`src/rtl/led_pattern_gen_pkg.sv`:
```
// Shared mode encoding and prescaler sizing helpers for the LED pattern generator.
package led_pattern_pkg;

  typedef logic [1:0] mode_t;

  localparam mode_t MODE_BINARY  = 2'd0;
  localparam mode_t MODE_WALK    = 2'd1;
  localparam mode_t MODE_BOUNCE  = 2'd2;
  localparam mode_t MODE_BREATHE = 2'd3;

  function automatic int calc_div(input int clk_hz, input int tick_hz);
    return clk_hz / tick_hz;
  endfunction

  function automatic int calc_cnt_w(input int div);
    return $clog2(div);
  endfunction

endpackage

```
`src/rtl/led_pattern_gen_if.sv`:
```
// Control/status bundle between the board-level controller and the LED pattern generator.
interface led_pattern_gen_if
  import led_pattern_pkg::*;
#(
  parameter int NUM_LEDS = 6
);
  logic                enable;
  mode_t               mode_in;
  logic                mode_load;
  mode_t               mode_active;
  logic                tick;
  logic [NUM_LEDS-1:0] leds;
  logic                blink;

  modport master (
    output enable, mode_in, mode_load,
    input  mode_active, tick, leds, blink
  );

  modport slave (
    input  enable, mode_in, mode_load,
    output mode_active, tick, leds, blink
  );
endinterface

```
`src/rtl/led_pattern_gen_tick_prescaler.sv`:
```
// Exact integer divider: one-cycle tick every DIV enabled cycles, frozen while enable is low.
module tick_prescaler
  import led_pattern_pkg::*;
#(
  parameter int DIV = 10
) (
  input  logic clk50,
  input  logic rst,
  input  logic enable,
  output logic tick
);
  localparam int              CNT_W = calc_cnt_w(DIV);
  localparam logic [CNT_W-1:0] LAST = CNT_W'(DIV - 1);

  logic [CNT_W-1:0] cnt;

  always_ff @(posedge clk50) begin
    if (rst) begin
      cnt <= '0;
    end else if (enable) begin
      cnt <= (cnt == LAST) ? '0 : cnt + 1'b1;
    end
  end

  // Gated by enable so a paused count parked at LAST cannot step the pattern.
  assign tick = enable && !rst && (cnt == LAST);
endmodule

```
`src/rtl/led_pattern_gen.sv`:
```
// Multi-mode LED pattern generator: binary/walk/bounce/breathe stepped at TICK_HZ, heartbeat on wrap.
// Outputs are registered from next-state so leds/blink show a step the cycle after its tick.
module led_pattern_gen
  import led_pattern_pkg::*;
#(
  parameter int CLK_HZ   = 50000000,
  parameter int TICK_HZ  = 8,
  parameter int NUM_LEDS = 6,
  parameter int PWM_BITS = 8
) (
  input logic             clk50,
  input logic             rst,
  led_pattern_gen_if.slave bus
);
  localparam int                  DIV      = calc_div(CLK_HZ, TICK_HZ);
  localparam logic [PWM_BITS-1:0] DUTY_MAX = '1;
  localparam logic [PWM_BITS-1:0] DUTY_ONE = PWM_BITS'(1);
  localparam logic [NUM_LEDS-1:0] PAT_ONE  = NUM_LEDS'(1);

  logic tick;

  tick_prescaler #(.DIV(DIV)) u_prescaler (
    .clk50  (clk50),
    .rst    (rst),
    .enable (bus.enable),
    .tick   (tick)
  );

  mode_t               mode_q, pend_mode_q, mode_d, load_mode;
  logic                pend_q, dir_up_q, dir_up_d;
  logic [NUM_LEDS-1:0] pat_q, pat_d, leds_q, leds_d;
  logic [PWM_BITS-1:0] duty_q, duty_d, pwm_q, pwm_d;
  logic                blink_q, wrap, restart;

  always_comb begin
    mode_d    = mode_q;
    pat_d     = pat_q;
    dir_up_d  = dir_up_q;
    duty_d    = duty_q;
    wrap      = 1'b0;
    load_mode = bus.mode_load ? bus.mode_in : pend_mode_q;
    restart   = tick && (bus.mode_load || pend_q);
    pwm_d     = bus.enable ? pwm_q + 1'b1 : pwm_q;

    if (restart) begin
      mode_d   = load_mode;
      pat_d    = (load_mode == MODE_WALK || load_mode == MODE_BOUNCE) ? PAT_ONE : '0;
      dir_up_d = 1'b1;
      duty_d   = '0;
    end else if (tick) begin
      case (mode_q)
        MODE_BINARY: begin
          pat_d = pat_q + 1'b1;
          wrap  = &pat_q;
        end
        MODE_WALK: begin
          pat_d = {pat_q[NUM_LEDS-2:0], pat_q[NUM_LEDS-1]};
          wrap  = pat_q[NUM_LEDS-1];
        end
        MODE_BOUNCE: begin
          if (dir_up_q) begin
            pat_d    = pat_q << 1;
            dir_up_d = !pat_q[NUM_LEDS-2];
          end else begin
            pat_d    = pat_q >> 1;
            wrap     = pat_q[1];
            dir_up_d = pat_q[1];
          end
        end
        default: begin
          // Breathe: endpoints 0 and DUTY_MAX are each held for a single tick.
          if (dir_up_q) begin
            duty_d   = duty_q + 1'b1;
            dir_up_d = (duty_q != DUTY_MAX - DUTY_ONE);
          end else begin
            duty_d   = duty_q - 1'b1;
            wrap     = (duty_q == DUTY_ONE);
            dir_up_d = (duty_q == DUTY_ONE);
          end
        end
      endcase
    end

    leds_d = (mode_d == MODE_BREATHE) ? {NUM_LEDS{pwm_d < duty_d}} : pat_d;
  end

  always_ff @(posedge clk50) begin
    if (rst) begin
      mode_q      <= MODE_BINARY;
      pend_mode_q <= MODE_BINARY;
      pend_q      <= 1'b0;
      pat_q       <= '0;
      dir_up_q    <= 1'b1;
      duty_q      <= '0;
      pwm_q       <= '0;
      leds_q      <= '0;
      blink_q     <= 1'b0;
    end else begin
      if (bus.mode_load) begin
        pend_mode_q <= bus.mode_in;
        pend_q      <= 1'b1;
      end
      if (restart) begin
        pend_q <= 1'b0;
      end
      mode_q   <= mode_d;
      pat_q    <= pat_d;
      dir_up_q <= dir_up_d;
      duty_q   <= duty_d;
      pwm_q    <= pwm_d;
      leds_q   <= leds_d;
      blink_q  <= blink_q ^ wrap;
    end
  end

  assign bus.tick        = tick;
  assign bus.mode_active = mode_q;
  assign bus.leds        = leds_q;
  assign bus.blink       = blink_q;
endmodule

```
`src/flat_wrapper.sv`:
```
// flat-port wrapper written by rule: the top's interface ports become plain ports
module led_pattern_gen_flat import led_pattern_pkg::*;
#(
  parameter int CLK_HZ   = 50000000,
  parameter int TICK_HZ  = 8,
  parameter int NUM_LEDS = 6,
  parameter int PWM_BITS = 8
)
  (clk50, rst, bus_enable, bus_mode_in, bus_mode_load, bus_mode_active, bus_tick, bus_leds, bus_blink);
  led_pattern_gen_if #(.NUM_LEDS(NUM_LEDS)) bus_i ();
  input logic clk50;
  input logic rst;
  input wire logic [$bits(bus_i.enable)-1:0] bus_enable;
  input wire logic [$bits(bus_i.mode_in)-1:0] bus_mode_in;
  input wire logic [$bits(bus_i.mode_load)-1:0] bus_mode_load;
  output wire logic [$bits(bus_i.mode_active)-1:0] bus_mode_active;
  output wire logic [$bits(bus_i.tick)-1:0] bus_tick;
  output wire logic [$bits(bus_i.leds)-1:0] bus_leds;
  output wire logic [$bits(bus_i.blink)-1:0] bus_blink;
  assign bus_i.enable = bus_enable;
  assign bus_i.mode_in = bus_mode_in;
  assign bus_i.mode_load = bus_mode_load;
  assign bus_mode_active = bus_i.mode_active;
  assign bus_tick = bus_i.tick;
  assign bus_leds = bus_i.leds;
  assign bus_blink = bus_i.blink;
  led_pattern_gen #(.CLK_HZ(CLK_HZ), .TICK_HZ(TICK_HZ), .NUM_LEDS(NUM_LEDS), .PWM_BITS(PWM_BITS)) u_core (.clk50(clk50), .rst(rst), .bus(bus_i));
endmodule
```
`config.mk`:
```
export PLATFORM = sky130hd
export DESIGN_NAME = led_pattern_gen_flat
export DESIGN_NICKNAME = d
export VERILOG_FILES = /design/src/rtl/led_pattern_gen_pkg.sv /design/src/rtl/led_pattern_gen_if.sv /design/src/rtl/led_pattern_gen_tick_prescaler.sv /design/src/rtl/led_pattern_gen.sv /design/src/flat_wrapper.sv
export SDC_FILE = /design/constraint.sdc
export NUM_CORES = 1
export LEC_CHECK = 0
export BUFFER_PORTS_ARGS = -buffer_cell sky130_fd_sc_hd__buf_4
export CAP_MARGIN = 20
export CORE_MARGIN = 2
export CORE_UTILIZATION = 51
export DETAILED_ROUTE_END_ITERATION = 12
export HOLD_SLACK_MARGIN = 0.05
export PLACE_DENSITY = 0.7
export RECOVER_POWER = 50
export SYNTH_ARGS = -nofsm -noshare
export SYNTH_HDL_FRONTEND = slang
export SYNTH_SLANG_ARGS = --single-unit
```
`constraint.sdc`:
```
create_clock -name clk50 -period 8.99 [get_ports clk50]
set_input_delay 1.798 -clock clk50 [delete_from_list [all_inputs] [get_ports clk50]]
set_output_delay 1.798 -clock clk50 [all_outputs]
set_load 0.01 [all_outputs]
```
==> impl_metrics.py <==
metrics = {
    "global_routing": {
        "grt_max_degree": 27,
        "antenna_found_initial": 0,
        "grt_pass1_vias": 2764,
        "grt.total_usage_pct": 22.7,
        "grt_pass1_wl_um": 13200,
        "grt_overflow": 0,
    },
    "drt": {
        "drtIter0Drc": 199,
        "drc_errors": 0,
        "antenna_left": 0,
        "routed_wirelength_um": 7840,
        "first_pass_iters": 5,
        "num_vias": 2967,
        "wl_per_cell_um": 15.5,
        "viasPerCell": 5.85,
    },
    "timing": {
        "hold_slack_ns": 0.511,
        "hold_viol_final": 0,
        "finalClockSkew_ns": 0.00972,
        "maxSlewViolCount": 0,
        "finalSetupTns_ns": 0,
        "finalSetupViolCount": 0,
        "fmax_mhz": 173,
        "slew_headroom_pct": 5.28,
        "post-route-period-util_pct": 64.4,
        "final.min_clock_period_ns": 5.79,
        "fin_ws_ns": 3.20,
        "tightest_slew_ns": 1.41,
        "rsz0062_at_grt": "false",
    },
    "synth": {
        "synth.area.top_cells": "dfxtp_1 34%, nor2_1 5.8%, ha_1 5.2%",
        "synth_top_area_share_pct": 34.2,
        "yosys_warnings": 0,
        "synth_edf_count": 0,
        "async_flop_share_pct": 0,
        "synthCells": 419,
        "synth.avg_cell_area_um2": 8.09,
        "yosysTopAreaCell": "dfxtp_1",
        "synth.cell_area_um2": 3390,
        "synth_flop_cell": "dfxtp_1",
        "synth-seq-area-share_pct": 34.2,
        "synth_cell_types": 56,
        "syn_nets": 439,
        "ys_ff_latch": 58,
    },
    "cts": {
        "clock_sinks": 58,
        "cts_max_path_buffers": 2,
        "cts_setup_buffers": 0,
        "root_buffer": "clkbuf_8",
        "cts_buffers": 9,
        "worstSkewPairLatency_ns": 0.35,
        "post_cts_resized": 0,
        "ctsHoldBuffers": 0,
        "cts_tree": "built",
        "htree_levels": 3,
        "clkTransAtPathRegs_ns": 0.07,
    },
    "place": {
        "port_buffers": 15,
        "placed_area_um2": 3520,
        "place_ws_ns": 4.00,
        "dp_hpwl_um": 5560,
        "gp_congestion": 0.870,
    },
    "floorplan": {
        "core_um2": 6390,
        "die-area_um2": 7320,
        "ios": 16,
        "initial_core_util_pct": 53.1,
        "dieWidth_um": 85.5,
        "rows": 29,
        "die_y_um": 85.5,
    },
    "cells_and_area": {
        "num_antenna_cells": 0,
        "nNetsFinal": 445,
        "drive_gt1_share_pct": 7.67,
        "syn_to_final_growth_pct": 7.60,
        "design_area_um2": 3650,
    },
    "worst_setup_path": {
        "cp.arrival_ns": 5.98,
        "cp-start-kind": "input pin",
        "worst_ep_required_time_ns": 9.19,
        "crit_type": "input pin to flip-flop",
        "endpoint_kind": "flip-flop",
        "crit_fanout": 14,
    },
    "outcome": {
        "outcome": "completed",
    },
    "power_and_ir_drop": {
        "p_per_area_nw_per_um2": 148,
        "ir_worst_vdd_v": 0.000105,
        "p_leak_nw": 1.27,
    },
    "worst_hold_path": {
        "worstHoldPathType": "flip-flop to flip-flop",
    },
    "flow_run": {
        "cap_viol_max_count": 0,
    },
}
## sequential cells by signal, summed over array words and instances (netlist names)
| register | flops |
|---|---|
| u_core.pat_q | 6 |
| u_core.pend_q | 1 |
| u_core.pend_mode_q | 2 |
| u_core.dir_up_q | 1 |
| u_core.bus.blink | 1 |
| u_core.u_prescaler.cnt | 23 |
| u_core.duty_q | 8 |
| u_core.pwm_q | 8 |
| u_core.bus.leds | 6 |
| u_core.bus.mode_active | 2 |
## layer usage
layer	routed length, um	part of all wire, %	global-route usage (%)	up-vias
li1	-	-	-	1492
met1	3660	47	29.8	1398
met2	3690	47	36.4	67
met3	378	4.8	6.06	10
met4	116	1.5	7.94	0
met5	0	0	0	-
## worst max-delay path, cell delays in order
cell	delay [ns]
clkbuf_1	0.49
nand2_1	0.17
nor4_1	1.10
nand2_1	0.39
a211oi_2	0.33
xor2_1	0.19
nand2_1	0.07
ha_1	0.28
and4_1	0.19
nand4_1	0.12
o311a_1	0.35
o211ai_1	0.33
o21ai_0	0.17
## metrics by stage
step                total power [W]  util [%]  instances
CTS                        0.000545      58.2        507
detailed placement         0.000311      55.1        491
global placement           0.000310      55.1        491
global route               0.000561      57.1        507
floorplan                  0.000299         -        419
finish                     0.000541      57.1        507
## layout by cell type, fill, tap and decap left out, drive strengths merged, types with 5 or more instances in the layout
master  netlist  layout
nor2         52      52
inv          12      13
a31oi         5       5
nor3         11      11
a21o          5       5
xor2         15      15
a211oi        6       6
mux2i         8       8
nand2        42      42
and2         11      11
nand3        28      28
xnor2        20      20
ha           14      14
clkbuf       15      20
nor4          8       8
nor2b         5       5
dfxtp        58      58
o21ai        13      13
a21oi        21      21
nand4        13      13
## logic make-up after synthesis
family          share of synthesized area [%]
compound gates                           14.9
mux                                      3.03
flops                                    34.2
buf+inv                                  3.65
fa+ha+maj                                5.17
xor+xnor                                 9.04
simple gates                             30.0
## final cells by class
type | count | area [um2]
Fill cell | 600 | 2740
Multi-Input combinational cell | 329 | 2080
Sequential cell | 58 | 1160
Clock buffer | 9 | 124
Tap cell | 77 | 96.3
Timing Repair Buffer | 15 | 71.3
Clock inverter | 7 | 68.8
Inverter | 12 | 45.0
## synth_stat cells (5+ instances only)
| library cell | number |
|---|---|
| a211oi_1 | 5 |
| a21o_1 | 5 |
| a21oi_1 | 20 |
| a31oi_1 | 5 |
| and2_1 | 11 |
| clkbuf_1 | 15 |
| dfxtp_1 | 58 |
| ha_1 | 14 |
| inv_1 | 12 |
| mux2i_1 | 8 |
| nand2_1 | 41 |
| nand3_1 | 27 |
| nand4_1 | 13 |
| nor2_1 | 52 |
| nor2b_1 | 5 |
| nor3_1 | 10 |
| nor4_1 | 7 |
| o21ai_0 | 9 |
| xnor2_1 | 20 |
| xor2_1 | 15 |
## report_power, final
group | internal [W] | total [W] | switching (W)
Clock | 0.000127 | 0.000238 | 0.000111
Combinational | 0.0000134 | 0.0000349 | 0.0000215
Sequential | 0.000262 | 0.000268 | 0.00000598
Total | 0.000403 | 0.000541 | 0.000138
## final timing paths
kind / startpoint / end / slack, ns / depth (start not counted)
setup reg to reg: u_core.u_prescaler.cnt[14] / u_core.bus.leds[5] / 4.34 / 12
hold reg to reg: u_core.duty_q[5] / u_core.duty_q[5] / 0.51 / 2
setup / recovery: bus_enable / u_core.bus.leds[5] / 3.20 / 13
hold / removal: u_core.duty_q[5] / u_core.duty_q[5] / 0.51 / 2
No activity file was read; power rests on OpenSTA's default activity.
